## src/rtl/packet_ejector.sv

```systemverilog
// Local-port packet sink: credit-managed flit FIFO, packet reassembly with integrity checks and a per-packet summary record.
// Optional tail checksum verification is enabled by defining PACKET_EJECTOR_CHECKSUM_EN.
`ifndef FLIT_WIDTH
`define FLIT_WIDTH 32
`endif
`ifndef FLIT_FLAGS_WIDTH
`define FLIT_FLAGS_WIDTH 4
`endif
`ifndef FLIT_ID_WIDTH
`define FLIT_ID_WIDTH 4
`endif
`ifndef FLIT_SRC_WIDTH
`define FLIT_SRC_WIDTH 4
`endif
`ifndef FLIT_DST_WIDTH
`define FLIT_DST_WIDTH 4
`endif
`ifndef FLIT_CHECKSUM_WIDTH
`define FLIT_CHECKSUM_WIDTH 20
`endif
`ifndef BUFFERSIZE
`define BUFFERSIZE 4
`endif
`ifndef BUFFERSIZE_WIDTH
`define BUFFERSIZE_WIDTH 3
`endif

module packet_ejector #(
  parameter logic [`FLIT_DST_WIDTH-1:0]      P_LOCAL_ID = '0,
  parameter logic [1:0]                      P_HEADFLIT = 2'b10,
  parameter logic [1:0]                      P_BODYFLIT = 2'b11,
  parameter logic [1:0]                      P_TAILFLIT = 2'b01,
  parameter int                              P_MAX_BODY = 5,
  parameter logic [`FLIT_CHECKSUM_WIDTH-1:0] P_CHECKSUM = 20'hF0F0F
) (
  input  logic                         CLK,
  input  logic                         RST,
  input  logic                         data_valid,
  input  logic [`FLIT_WIDTH-1:0]       data_in,
  input  logic                         drain_en,
  output logic [`BUFFERSIZE_WIDTH-1:0] credit_feedback,
  output logic                         packet_valid,
  output logic [`FLIT_SRC_WIDTH-1:0]   packet_src,
  output logic [`FLIT_ID_WIDTH-1:0]    packet_id,
  output logic [`BUFFERSIZE_WIDTH-1:0] packet_flits,
  output logic                         packet_error,
  output logic [2:0]                   error_code,
  output logic                         overflow
);

  localparam int FW    = `FLIT_WIDTH;
  localparam int FFW   = `FLIT_FLAGS_WIDTH;
  localparam int IDW   = `FLIT_ID_WIDTH;
  localparam int SW    = `FLIT_SRC_WIDTH;
  localparam int DW    = `FLIT_DST_WIDTH;
  localparam int CW    = `FLIT_CHECKSUM_WIDTH;
  localparam int DEPTH = `BUFFERSIZE;
  localparam int BW    = `BUFFERSIZE_WIDTH;
  localparam int PW    = (DEPTH > 1) ? $clog2(DEPTH) : 1;

  localparam logic [2:0] E_NONE    = 3'd0;
  localparam logic [2:0] E_NOHEAD  = 3'd1;
  localparam logic [2:0] E_DST     = 3'd2;
  localparam logic [2:0] E_ID      = 3'd3;
  localparam logic [2:0] E_LONG    = 3'd4;
  localparam logic [2:0] E_HEADIN  = 3'd5;
  localparam logic [2:0] E_CKSUM   = 3'd6;

  typedef enum logic [1:0] {S_HEAD, S_BODY, S_DISCARD, S_REPORT} state_t;

  state_t          state_q;
  logic [FW-1:0]   mem_q [DEPTH];
  logic [PW-1:0]   wr_ptr_q, rd_ptr_q;
  logic [BW-1:0]   count_q, count_d, credit_q;
  logic            overflow_q;
  logic            full, empty, push, pop;

  logic [SW-1:0]   src_q, pend_src_q, pkt_src_q;
  logic [IDW-1:0]  id_q, pend_id_q, pkt_id_q;
  logic [BW-1:0]   cnt_q, cnt_inc, pkt_flits_q;
  logic [2:0]      err_q, pend_err_q, pkt_code_q;
  logic            pend_vld_q, pkt_vld_q, pkt_err_q;

  logic [FW-1:0]   flit;
  logic [1:0]      f_type;
  logic [SW-1:0]   f_src;
  logic [DW-1:0]   f_dst;
  logic [IDW-1:0]  f_id;
  logic [CW-1:0]   f_cks;
  logic            id_bad, dst_bad, cks_bad, too_long;
  logic [2:0]      body_code, tail_code;
  logic            rpt_go, hold_head;
  logic [BW-1:0]   rpt_flits;
  logic [2:0]      rpt_code;
  logic            unused_bits;

  function automatic logic [PW-1:0] ptr_next(input logic [PW-1:0] p);
    return (p == PW'(DEPTH - 1)) ? '0 : p + 1'b1;
  endfunction

  assign full  = (count_q == BW'(DEPTH));
  assign empty = (count_q == '0);
  assign push  = data_valid & ~full;
  assign pop   = drain_en & ~empty & (state_q != S_REPORT);

  always_comb begin
    count_d = count_q;
    case ({push, pop})
      2'b10:   count_d = count_q + 1'b1;
      2'b01:   count_d = count_q - 1'b1;
      default: count_d = count_q;
    endcase
  end

  always_ff @(posedge CLK) begin
    if (push) mem_q[wr_ptr_q] <= data_in;
  end

  always_ff @(posedge CLK or negedge RST) begin
    if (!RST) begin
      wr_ptr_q   <= '0;
      rd_ptr_q   <= '0;
      count_q    <= '0;
      credit_q   <= BW'(DEPTH);
      overflow_q <= 1'b0;
    end else begin
      if (push) wr_ptr_q <= ptr_next(wr_ptr_q);
      if (pop)  rd_ptr_q <= ptr_next(rd_ptr_q);
      count_q  <= count_d;
      credit_q <= BW'(DEPTH) - count_d;
      // full is sampled before any same-cycle pop, so a push at full is always lost
      if (data_valid && full) overflow_q <= 1'b1;
    end
  end

  assign flit   = mem_q[rd_ptr_q];
  assign f_type = flit[FW-1 -: 2];
  assign f_src  = flit[FW-3 -: SW];
  assign f_dst  = flit[FW-3-SW -: DW];
  assign f_id   = flit[FFW +: IDW];
  assign f_cks  = flit[FW-3 -: CW];
  assign unused_bits = ^{flit, f_cks, P_CHECKSUM};

  assign id_bad   = (f_id != id_q);
  assign dst_bad  = (f_dst != P_LOCAL_ID);
`ifdef PACKET_EJECTOR_CHECKSUM_EN
  assign cks_bad  = (f_cks != P_CHECKSUM);
`else
  assign cks_bad  = 1'b0;
`endif
  assign cnt_inc  = (&cnt_q) ? cnt_q : cnt_q + 1'b1;
  assign too_long = (int'(cnt_q) > P_MAX_BODY);

  always_comb begin
    body_code = err_q;
    if (err_q == E_NONE && id_bad) body_code = E_ID;
    tail_code = body_code;
    if (body_code == E_NONE && cks_bad) tail_code = E_CKSUM;
  end

  // Decide whether the popped flit closes the current packet
  always_comb begin
    rpt_go    = 1'b0;
    hold_head = 1'b0;
    rpt_flits = cnt_inc;
    rpt_code  = err_q;
    if (pop && (state_q == S_BODY || state_q == S_DISCARD)) begin
      if (f_type == P_TAILFLIT) begin
        rpt_go   = 1'b1;
        rpt_code = (state_q == S_BODY) ? tail_code : err_q;
      end else if (f_type == P_HEADFLIT) begin
        rpt_go    = 1'b1;
        hold_head = 1'b1;
        rpt_flits = cnt_q;
        rpt_code  = (err_q == E_NONE) ? E_HEADIN : err_q;
      end
    end
  end

  always_ff @(posedge CLK or negedge RST) begin
    if (!RST) begin
      state_q     <= S_HEAD;
      src_q       <= '0;
      id_q        <= '0;
      cnt_q       <= '0;
      err_q       <= E_NONE;
      pend_vld_q  <= 1'b0;
      pend_src_q  <= '0;
      pend_id_q   <= '0;
      pend_err_q  <= E_NONE;
      pkt_vld_q   <= 1'b0;
      pkt_src_q   <= '0;
      pkt_id_q    <= '0;
      pkt_flits_q <= '0;
      pkt_err_q   <= 1'b0;
      pkt_code_q  <= E_NONE;
    end else begin
      pkt_vld_q <= rpt_go;
      case (state_q)
        S_HEAD: if (pop) begin
          cnt_q <= BW'(1);
          if (f_type == P_HEADFLIT) begin
            src_q   <= f_src;
            id_q    <= f_id;
            err_q   <= dst_bad ? E_DST : E_NONE;
            state_q <= S_BODY;
          end else begin
            src_q   <= '0;
            id_q    <= '0;
            err_q   <= E_NOHEAD;
            state_q <= S_DISCARD;
          end
        end
        S_BODY: if (pop && f_type == P_BODYFLIT) begin
          cnt_q <= cnt_inc;
          if (too_long) begin
            err_q   <= (body_code == E_NONE) ? E_LONG : body_code;
            state_q <= S_DISCARD;
          end else begin
            err_q   <= body_code;
          end
        end
        S_DISCARD: if (pop && f_type != P_TAILFLIT && f_type != P_HEADFLIT) begin
          cnt_q <= cnt_inc;
        end
        S_REPORT: begin
          if (pend_vld_q) begin
            src_q      <= pend_src_q;
            id_q       <= pend_id_q;
            err_q      <= pend_err_q;
            cnt_q      <= BW'(1);
            pend_vld_q <= 1'b0;
            state_q    <= S_BODY;
          end else begin
            state_q    <= S_HEAD;
          end
        end
        default: state_q <= S_HEAD;
      endcase
      if (rpt_go) begin
        pkt_src_q   <= src_q;
        pkt_id_q    <= id_q;
        pkt_flits_q <= rpt_flits;
        pkt_code_q  <= rpt_code;
        pkt_err_q   <= (rpt_code != E_NONE);
        state_q     <= S_REPORT;
      end
      // A head that interrupts a packet waits here until the report cycle is over
      if (hold_head) begin
        pend_vld_q <= 1'b1;
        pend_src_q <= f_src;
        pend_id_q  <= f_id;
        pend_err_q <= dst_bad ? E_DST : E_NONE;
      end
    end
  end

  assign credit_feedback = credit_q;
  assign overflow        = overflow_q;
  assign packet_valid    = pkt_vld_q;
  assign packet_src      = pkt_src_q;
  assign packet_id       = pkt_id_q;
  assign packet_flits    = pkt_flits_q;
  assign packet_error    = pkt_err_q;
  assign error_code      = pkt_code_q;

endmodule

```

## config.mk

```make
export PLATFORM = sky130hd
export DESIGN_NAME = packet_ejector
export DESIGN_NICKNAME = d
export VERILOG_FILES = /design/src/rtl/packet_ejector.sv
export SDC_FILE = /design/constraint.sdc
export NUM_CORES = 1
export LEC_CHECK = 0
export ABC_CLOCK_PERIOD_IN_PS = 5000
export CAP_MARGIN = 25
export CORE_ASPECT_RATIO = 1.75
export CORE_MARGIN = 3
export CORE_UTILIZATION = 30
export CTS_BUF_LIST = sky130_fd_sc_hd__clkbuf_8
export DETAILED_ROUTE_END_ITERATION = 16
export GPL_TIMING_DRIVEN = 1
export SETUP_SLACK_MARGIN = 0.3
export SKIP_CTS_REPAIR_TIMING = 1
export SYNTH_ARGS = -nofsm -noshare
export SYNTH_HDL_FRONTEND = slang
export SYNTH_SLANG_ARGS = --single-unit
```

## constraint.sdc

```tcl
create_clock -name CLK -period 5 [get_ports CLK]
set_input_delay 1 -clock CLK [delete_from_list [all_inputs] [get_ports CLK]]
set_output_delay 1 -clock CLK [all_outputs]
set_load 0.02 [all_outputs]
```

==> results of run 1 <==
-- worst max-delay path: stages, from the launching register on --
cell and delay (ps):
dfrtp_1 890, mux4_2 640, inv_1 100, ha_1 280, nor4_4 870, mux2_2 420
-- layer usage --
metal / wire (um) / vias up
met5: 0 / -
met4: 155 / 0
met3: 240 / 9
met2: 4710 / 41
met1: 3030 / 1276
li1: - / 1252
-- state kept, by name (all words and copies together) (netlist names), 2 cells and up --
name,count
cnt_q,3
count_q,2
credit_feedback,3
err_q,3
error_code,3
id_q,4
mem_q,56
packet_flits,3
packet_id,4
packet_src,4
pend_id_q,4
pend_src_q,4
rd_ptr_q,2
src_q,4
state_q,2
wr_ptr_q,2
-- metrics by stage --
stage	instance area [um2]	power [W]	utilization [%]
after global routing	5380	0.00368	35.9
final	5380	0.00340	35.9
after detailed placement	5200	0.00297	34.7
after global placement	5200	0.00291	34.7
after floorplan	4640	0.00251	-
after CTS	5380	0.00347	35.9
-- Yosys cell counts, types with 2 or more instances --
master and count:
mux2_2 11, a41oi_1 2, o21a_1 2, edfxtp_1 56, ha_1 18, nor3_1 4
nor2b_1 3, a21oi_1 17, buf_2 5, mux4_2 10, and3_1 5, o21ai_1 3
nand2_1 7, mux2i_1 3, a31oi_1 4, inv_1 18, nand3b_1 2, xor2_1 3
dfrtp_1 51, xnor2_1 3, a211oi_1 3, nand3_1 2, and2_1 3, xnor2_2 3
or3_1 2, nor4_1 3, mux2_1 9, o21ai_0 5, a22oi_1 10, nor2_1 25
clkbuf_1 4
-- cells in the final DEF (no fill, tap or decap), types with 4 or more instances in the layout --
cell	Yosys	layout
a21oi_1	17	17
a22oi_1	10	10
a31oi_1	4	4
and3_1	5	5
clkbuf_8	0	9
clkdlybuf4s50_1	0	36
dfrtp_1	51	51
edfxtp_1	56	56
ha_1	18	18
inv_1	18	18
mux2_1	9	9
mux2_2	11	11
mux4_2	10	10
nand2_1	7	7
nor2_1	25	25
nor3_1	4	4
o21ai_0	5	5
-- layout make-up --
class,count,share of cell area (%)
Inverter,18,1.25
Timing Repair Buffer,40,7.20
Multi-Input combinational cell,179,28.4
Sequential cell,108,55.4
Clock buffer,9,2.30
Tap cell,183,4.25
Clock inverter,7,1.14
-- report_power, final --
group / total, W / switching, W / internal, W
clock: 0.000488 / 0.000300 / 0.000189
combinational: 0.00145 / 0.000759 / 0.000689
sequential: 0.00147 / 0.000215 / 0.00125
total: 0.00340 / 0.00127 / 0.00213
-- logic make-up after synthesis --
logic type	Yosys count	synth area share (%)
DFF	108	64.4
and+or+nand+nor	62	6.88
AOI/OAI and AO/OA	56	8.10
muxes	33	10.4
buffers and inverters	30	2.81
adders and majority gates	19	5.29
xor gates and xnor gates	9	2.19
-- final timing paths --
check	slack, ps	cells after the start	start	end
min reg2reg	480	1	overflow	overflow
max reg2reg	1680	5	rd_ptr_q[0]	packet_src[1]
max in group asynchronous	3810	2	RST	overflow
min	480	1	overflow	overflow
min in group asynchronous	730	2	RST	packet_id[2]
max	1680	5	rd_ptr_q[0]	packet_src[1]
==> results.toml, run 1 <==
[outcome]
outcome = "finished, final reports clean"

[timing]
fin_ws_ps = 1680
hold_ws_ps = 485
setup_viol = 0
rsz0062_at_grt = "false"
period_share_pct = 66.3
worstMarginPinSlew_ps = 984
hold_viol_final = 0
period_needed_ps = 3320
slew_headroom_pct = 33.9
fmax_mhz = 302
drv_slew = 0
finalSetupTns_ps = 0
fin_skew_ps = 9.97

[route]
first_pass_iters = 4
ant_nets = 0
wl_per_cell_um = 15.0
vias = 2578
drt_wl_total_um = 8140
drc = 0
drtIter0Drc = 115
via_per_inst = 4.74

[global_route]
first_global_vias = 2776
grt_max_degree = 53
met3_usage_pct = 2.09
grtUsageMet1_pct = 10.1
grt_util_all_layers_pct = 10.3
top_usage_layer = "met2"
antenna_found_initial = 0
grt_overflow = 0
grt_pass1_wl_um = 13600
use_met2_pct = 20.2

[clock_network]
clk_latency_ps = 370
numCtsBuffers = 9
clkSinkCount = 108
cts_max_level = 3
cts_tree = "yes"
clk_pin_slew_worst_paths_ps = 100
root_buffer = "clkbuf_8"
cts_max_path_buffers = 2

[worst_setup_path]
critPathKind = "flop to flop"
crit_arrival_ps = 3570
startpoint_type = "flop"
cp_max_fo = 17
critPathCaptureType = "flop"
cp.required_ps = 5260

[yosys]
async_flop_share_pct = 48.1
synth_top_area_share_pct = 36.3
synth-warning-count = 0
synth.avg_cell_area_um2 = 14.6
synth_area_um2 = 4640
synth_cells = 317
yosysTopAreaCell = "edfxtp_1"
seq_area_frac_synth_pct = 64.4
synthDistinctLibCells = 52
syn-num-nets = 372
yosys_register_bits = 108
ys_top_cells_by_area = "edfxtp_1 36%, dfrtp_1 28%, ha_1 4.9%"
synth_edf_count = 56
synthFlopType = "edfxtp_1"

[placed_design]
dp.cells = 528
hpwl_um = 6020
dp_slack_ps = 1560
io_buffers = 37
gp_congestion = 0.771

[cells_and_area]
num-nets-final = 411
final_cells = 544
num_antenna_cells = 0
nFillCells = 1413
area_growth_pct = 16.1
multi_input_area_um2 = 1530
seqCellArea_um2 = 2980
drive_above_1_share_pct = 13.6

[floorplanning]
core.rowCount = 59
dieHeight_um = 170
core_area_um2 = 15000
dieArea_um2 = 17000
io_pins = 56
die_w_um = 100
start_util_pct = 30.9

[pwr]
power_density_nw_per_um2 = 632
leakagePower_nw = 2.03
peakVddDrop_uv = 174

[hold_path]
worstHoldPathType = "flop to flop"

[job]
maxCapViolCount = 0
(Power assumes the default switching activity.)
==> run 2, diff against run 1 <==
Settings changed: ABC_CLOCK_PERIOD_IN_PS 5000 to 3100.
Clock period 5 ns to 3.1 ns, I/O delays scaled along.
==> run 2 against run 1 <==
Design area increased by 1.2%. Total power up 65%. Routed wire length grew 1.4%. Die area is the same. Largest cell class unchanged. Final cell count up 0.92%. Sequential share of layout area decreased by 0.66 points. Utilization increased by 0.43 points. Global-route usage up 0.17 points. Highest routed layer unchanged.
==> results.toml, run 2 (synthesis gave the netlist of run 1 again) <==
[worst_setup_path]
startpoint_type = "flop"
rr_startpoint = "rd_ptr_q[0]"
cpMaxStageDelayCell = "mux4_2"
critPathKind = "flop to flop"
reg2reg_depth = 7
endpoint = "err_q[1]"
critPathCaptureType = "flop"
crit_path_cell_trace = "mux4_2 > inv_1 > ha_1 > nor3b_1 > a41oi_1 > nor2b_1 > a311oi_1"
crit_arrival_ps = 2810
r2r_setup_slack_ps = 570
cp_max_fo = 7
critPathLaunch = "rd_ptr_q[0]"
critPathMaxStageDelay_ps = 590
cp.required_ps = 3380
r2r-end = "err_q[1]"

[global_route]
grt_overflow = 0
first_global_vias = 2802
grt_max_degree = 48
grt_pass1_wl_um = 13900
grt_util_all_layers_pct = 10.4
antenna_found_initial = 0

[pwr]
seq_power_share_pct = 41.1
p_int_w = 0.00355
p_sw_w = 0.00206
p_comb_share_pct = 43.6
clockPowerShare_pct = 15.4
peakVddDrop_uv = 284
sw_frac_of_total_pct = 36.7
power_density_nw_per_um2 = 1030
leakagePower_nw = 2.07

[job]
maxCapViolCount = 0

[cells_and_area]
drive_above_1_share_pct = 14.8
final_common_cell = "edfxtp_1"
nFillCells = 1415
largest-register = "mem_q"
layout_common_cells = "56 x edfxtp_1, 51 x dfrtp_1, 36 x clkdlybuf4s50_1"
num_antenna_cells = 0
postLayoutCellArea_um2 = 5450
area_growth_pct = 17.5
largest_reg_flops = 56
num-nets-final = 416
seqCellArea_um2 = 2980
multi_input_area_um2 = 1530

[clock_network]
cts_tree = "yes"
clk_pin_slew_worst_paths_ps = 100
root_buffer = "clkbuf_8"
clkSinkCount = 108
clk_latency_ps = 370
cts_max_level = 3
numCtsBuffers = 9
cts_max_path_buffers = 2

[timing]
fin_skew_ps = 11.6
worstMarginPinSlew_ps = 808
setup_viol = 0
hold_viol_final = 0
slew_headroom_pct = 46.2
period_needed_ps = 2530
drv_slew = 0
fmax_mhz = 395
finalSetupTns_ps = 0
period_share_pct = 81.7
rsz0062_at_grt = "false"

[floorplanning]
dieArea_um2 = 17000
start_util_pct = 30.9
core.rowCount = 59
io_pins = 56
die_w_um = 100
core_area_um2 = 15000
dieHeight_um = 170

[route]
wl_per_cell_um = 15.0
first_pass_iters = 4
vias = 2624
drt_wl_total_um = 8250
via_per_inst = 4.78
ant_nets = 0
drc = 0
drtIter0Drc = 97

[placed_design]
gp_congestion = 0.790
hpwl_um = 5930
placed_area_um2 = 5250
io_buffers = 37

[hold_path]
worstHoldPathType = "input pin to async pin"

[outcome]
outcome = "finished, final reports clean"
run 2: power by group through the flow:
stage / Sequential [W] / Combinational (W) / Clock [W]
6_report: 0.00230 / 0.00244 / 0.000861
5_1_grt: 0.00237 / 0.00274 / 0.000950
3_3_place_gp: 0.00232 / 0.00243 / 0
2_1_floorplan: 0.00242 / 0.00164 / 0
3_5_place_dp: 0.00234 / 0.00248 / 0
4_1_cts: 0.00231 / 0.00249 / 0.000903
run 2: area by class of cell:
| class | instances | area share, % |
|---|---|---|
| Clock buffer | 9 | 2.27 |
| Clock inverter | 7 | 1.40 |
| Inverter | 18 | 1.24 |
| Multi-Input combinational cell | 179 | 28.1 |
| Sequential cell | 108 | 54.8 |
| Tap cell | 183 | 4.20 |
| Timing Repair Buffer | 45 | 8.04 |
run 2: worst max-delay path: cells and delay by family (launching register included):
family / cells / cell delay (ps)
simple gates: 2 / 520
fa+ha+maj: 1 / 230
flops: 1 / 510
compound gates: 2 / 470
mux: 1 / 590
buf+inv: 1 / 110
run 2: worst min-delay path by stage:
stage / from / endpoint / slack (ps) / cells past startpoint
after floorplan: RST / cnt_q[0] / 320 / 0
after global placement: RST / count_q[2] / 450 / 1
after global routing: RST / overflow / 30 / 1
final: RST / credit_feedback[0] / 50 / 1
after detailed placement: RST / credit_feedback[0] / 450 / 1
after CTS: RST / credit_feedback[0] / 30 / 1
run 2: metrics by stage:
stage                     setup slack [ps]  total power, W  hold WS (ps)  std cells  utilization (%)
after floorplan                        390         0.00406           324        317                -
after global placement                 331         0.00475           448        533             35.0
after detailed placement               237         0.00483           449        533             35.0
after CTS                              560         0.00571          28.7        549             36.4
after global routing                   414         0.00606          32.4        549             36.4
final                                  567         0.00560          48.3        549             36.4
run 2: metal layers:
metal | wire length [um] | track usage [%] | vias to the layer above
met4 | 221 | 5.77 | 0
li1 | - | - | 1264
met1 | 3270 | 11.4 | 1310
met2 | 4530 | 18.6 | 38
met3 | 231 | 2.13 | 12
met5 | 0 | 0 | -
==> run 3, diff against run 2 <==
Settings changed: ABC_CLOCK_PERIOD_IN_PS 3100 to 2400.
Clock period 3.1 ns to 2.4 ns, I/O delays scaled along.
==> run 3 against run 2 <==
Register-to-register slack worse by 320 ps. Largest power group unchanged. Non-clock buffer count is 22 higher. First-iteration DRC count is 23% lower. Critical path depth stayed put.
==> results.toml, run 3 (synthesis gave the netlist of run 1 again) <==
[route]
wl_per_cell_um = 15.2
vias = 2695
ant_nets = 0
drc = 0
drtIter0Drc = 75
drt_wl_total_um = 8650
first_pass_iters = 4
via_per_inst = 4.72

[worst_setup_path]
critPathKind = "flop to flop"
rr_startpoint = "rd_ptr_q[0]"
r2r-end = "packet_src[3]"
startpoint_type = "flop"
cp.required_ps = 2660
reg2reg_depth = 7
critPathCaptureType = "flop"
endpoint = "packet_src[3]"
critPathLaunch = "rd_ptr_q[0]"
cp_max_fo = 5
crit_arrival_ps = 2420
r2r_setup_slack_ps = 240

[placed_design]
gp_congestion = 0.794
hpwl_um = 6070
dp_slack_ps = -71.4
io_buffers = 37

[global_route]
first_global_vias = 2854
grt_overflow = 0
antenna_found_initial = 0
grt_util_all_layers_pct = 10.5
grt_max_degree = 53
grt_pass1_wl_um = 14000

[timing]
fmax_mhz = 464
worstMarginPinSlew_ps = 531
hold_viol_final = 0
finalSetupTns_ps = 0
drv_slew = 0
period_share_pct = 89.8
setup_viol = 0
slew_headroom_pct = 64.4
fin_skew_ps = 10.8
fin_ws_ps = 244
period_needed_ps = 2160
rsz0062_at_grt = "true"

[pwr]
peakVddDrop_uv = 384
leakagePower_nw = 2.27
finalPower_w = 0.00836
power_density_nw_per_um2 = 1400

[floorplanning]
dieHeight_um = 170
start_util_pct = 30.9
dieArea_um2 = 17000
core.rowCount = 59
io_pins = 56
core_area_um2 = 15000
die_w_um = 100

[clock_network]
cts_max_path_buffers = 2
cts_max_level = 3
root_buffer = "clkbuf_8"
numCtsBuffers = 9
clk_latency_ps = 370
cts_tree = "yes"
clk_pin_slew_worst_paths_ps = 110
clkSinkCount = 108

[cells_and_area]
final_common_cell = "edfxtp_1"
area_growth_pct = 28.9
num-nets-final = 438
largest-register = "mem_q"
drive_above_1_share_pct = 32.5
layout_common_cells = "56 x edfxtp_1, 49 x dfrtp_1, 36 x clkdlybuf4s50_1"
largest_reg_flops = 56
final_core_util_pct = 39.9
nFillCells = 1388
num_antenna_cells = 0

[outcome]
outcome = "finished, final reports clean"

[job]
maxCapViolCount = 0

[hold_path]
worstHoldPathType = "input pin to async pin"
## run 3: cell types whose count changed in the layout (fill, tap and decap cells not counted), sizes merged
cell      change
buf          +21
inv           +3
clkinvlp      -2
clkbuf        +1
clkinv        -1
## run 3: power by group
| group | internal, W | switching, W |
|---|---|---|
| sequential | 0.00261 | 0.000373 |
| clock | 0.000508 | 0.000650 |
| combinational | 0.00215 | 0.00207 |
| total | 0.00526 | 0.00309 |
## run 3: critical path: stages (launching register included)
cell	delay [ps]
dfrtp_2	410
mux4_2	560
inv_4	110
ha_4	210
nor4_4	140
buf_6	180
clkbuf_16	150
mux2_4	290
## run 3: layout make-up
| class | instances | area (um2) | share of cell area, % |
|---|---|---|---|
| timing repair buffer | 67 | 668 | 11.2 |
| clock inverter | 7 | 87.6 | 1.47 |
| tap | 183 | 229 | 3.83 |
| sequential | 108 | 2990 | 50.0 |
| clock buffer | 9 | 124 | 2.07 |
| inverter | 18 | 70.1 | 1.17 |
| multi-input combinational | 179 | 1810 | 30.3 |
## run 3: stage by stage
step / cell area, um2 / hold slack (ps) / cells
final: 5980 / 74.9 / 571
after global routing: 5980 / 84.3 / 571
after CTS: 5650 / 78.4 / 563
after detailed placement: 5440 / 459 / 547
after global placement: 5440 / 456 / 547
after floorplan: 4740 / 184 / 317
## run 3: how the worst min path moves through the flow
stage	startpoint	endpoint	slack (ps)
after floorplan	RST	cnt_q[0]	180
after global placement	overflow	overflow	460
after detailed placement	overflow	overflow	460
after CTS	RST	packet_flits[1]	80
after global routing	RST	packet_flits[1]	80
final	RST	packet_flits[1]	70
## run 3: layer usage
layer | global-route usage, % | wire length, um | vias to the layer above
met4 | 4.28 | 156 | 0
met1 | 11.0 | 3190 | 1344
met3 | 1.68 | 196 | 10
met5 | 0 | 0 | -
met2 | 20.4 | 5110 | 38
li1 | - | - | 1303
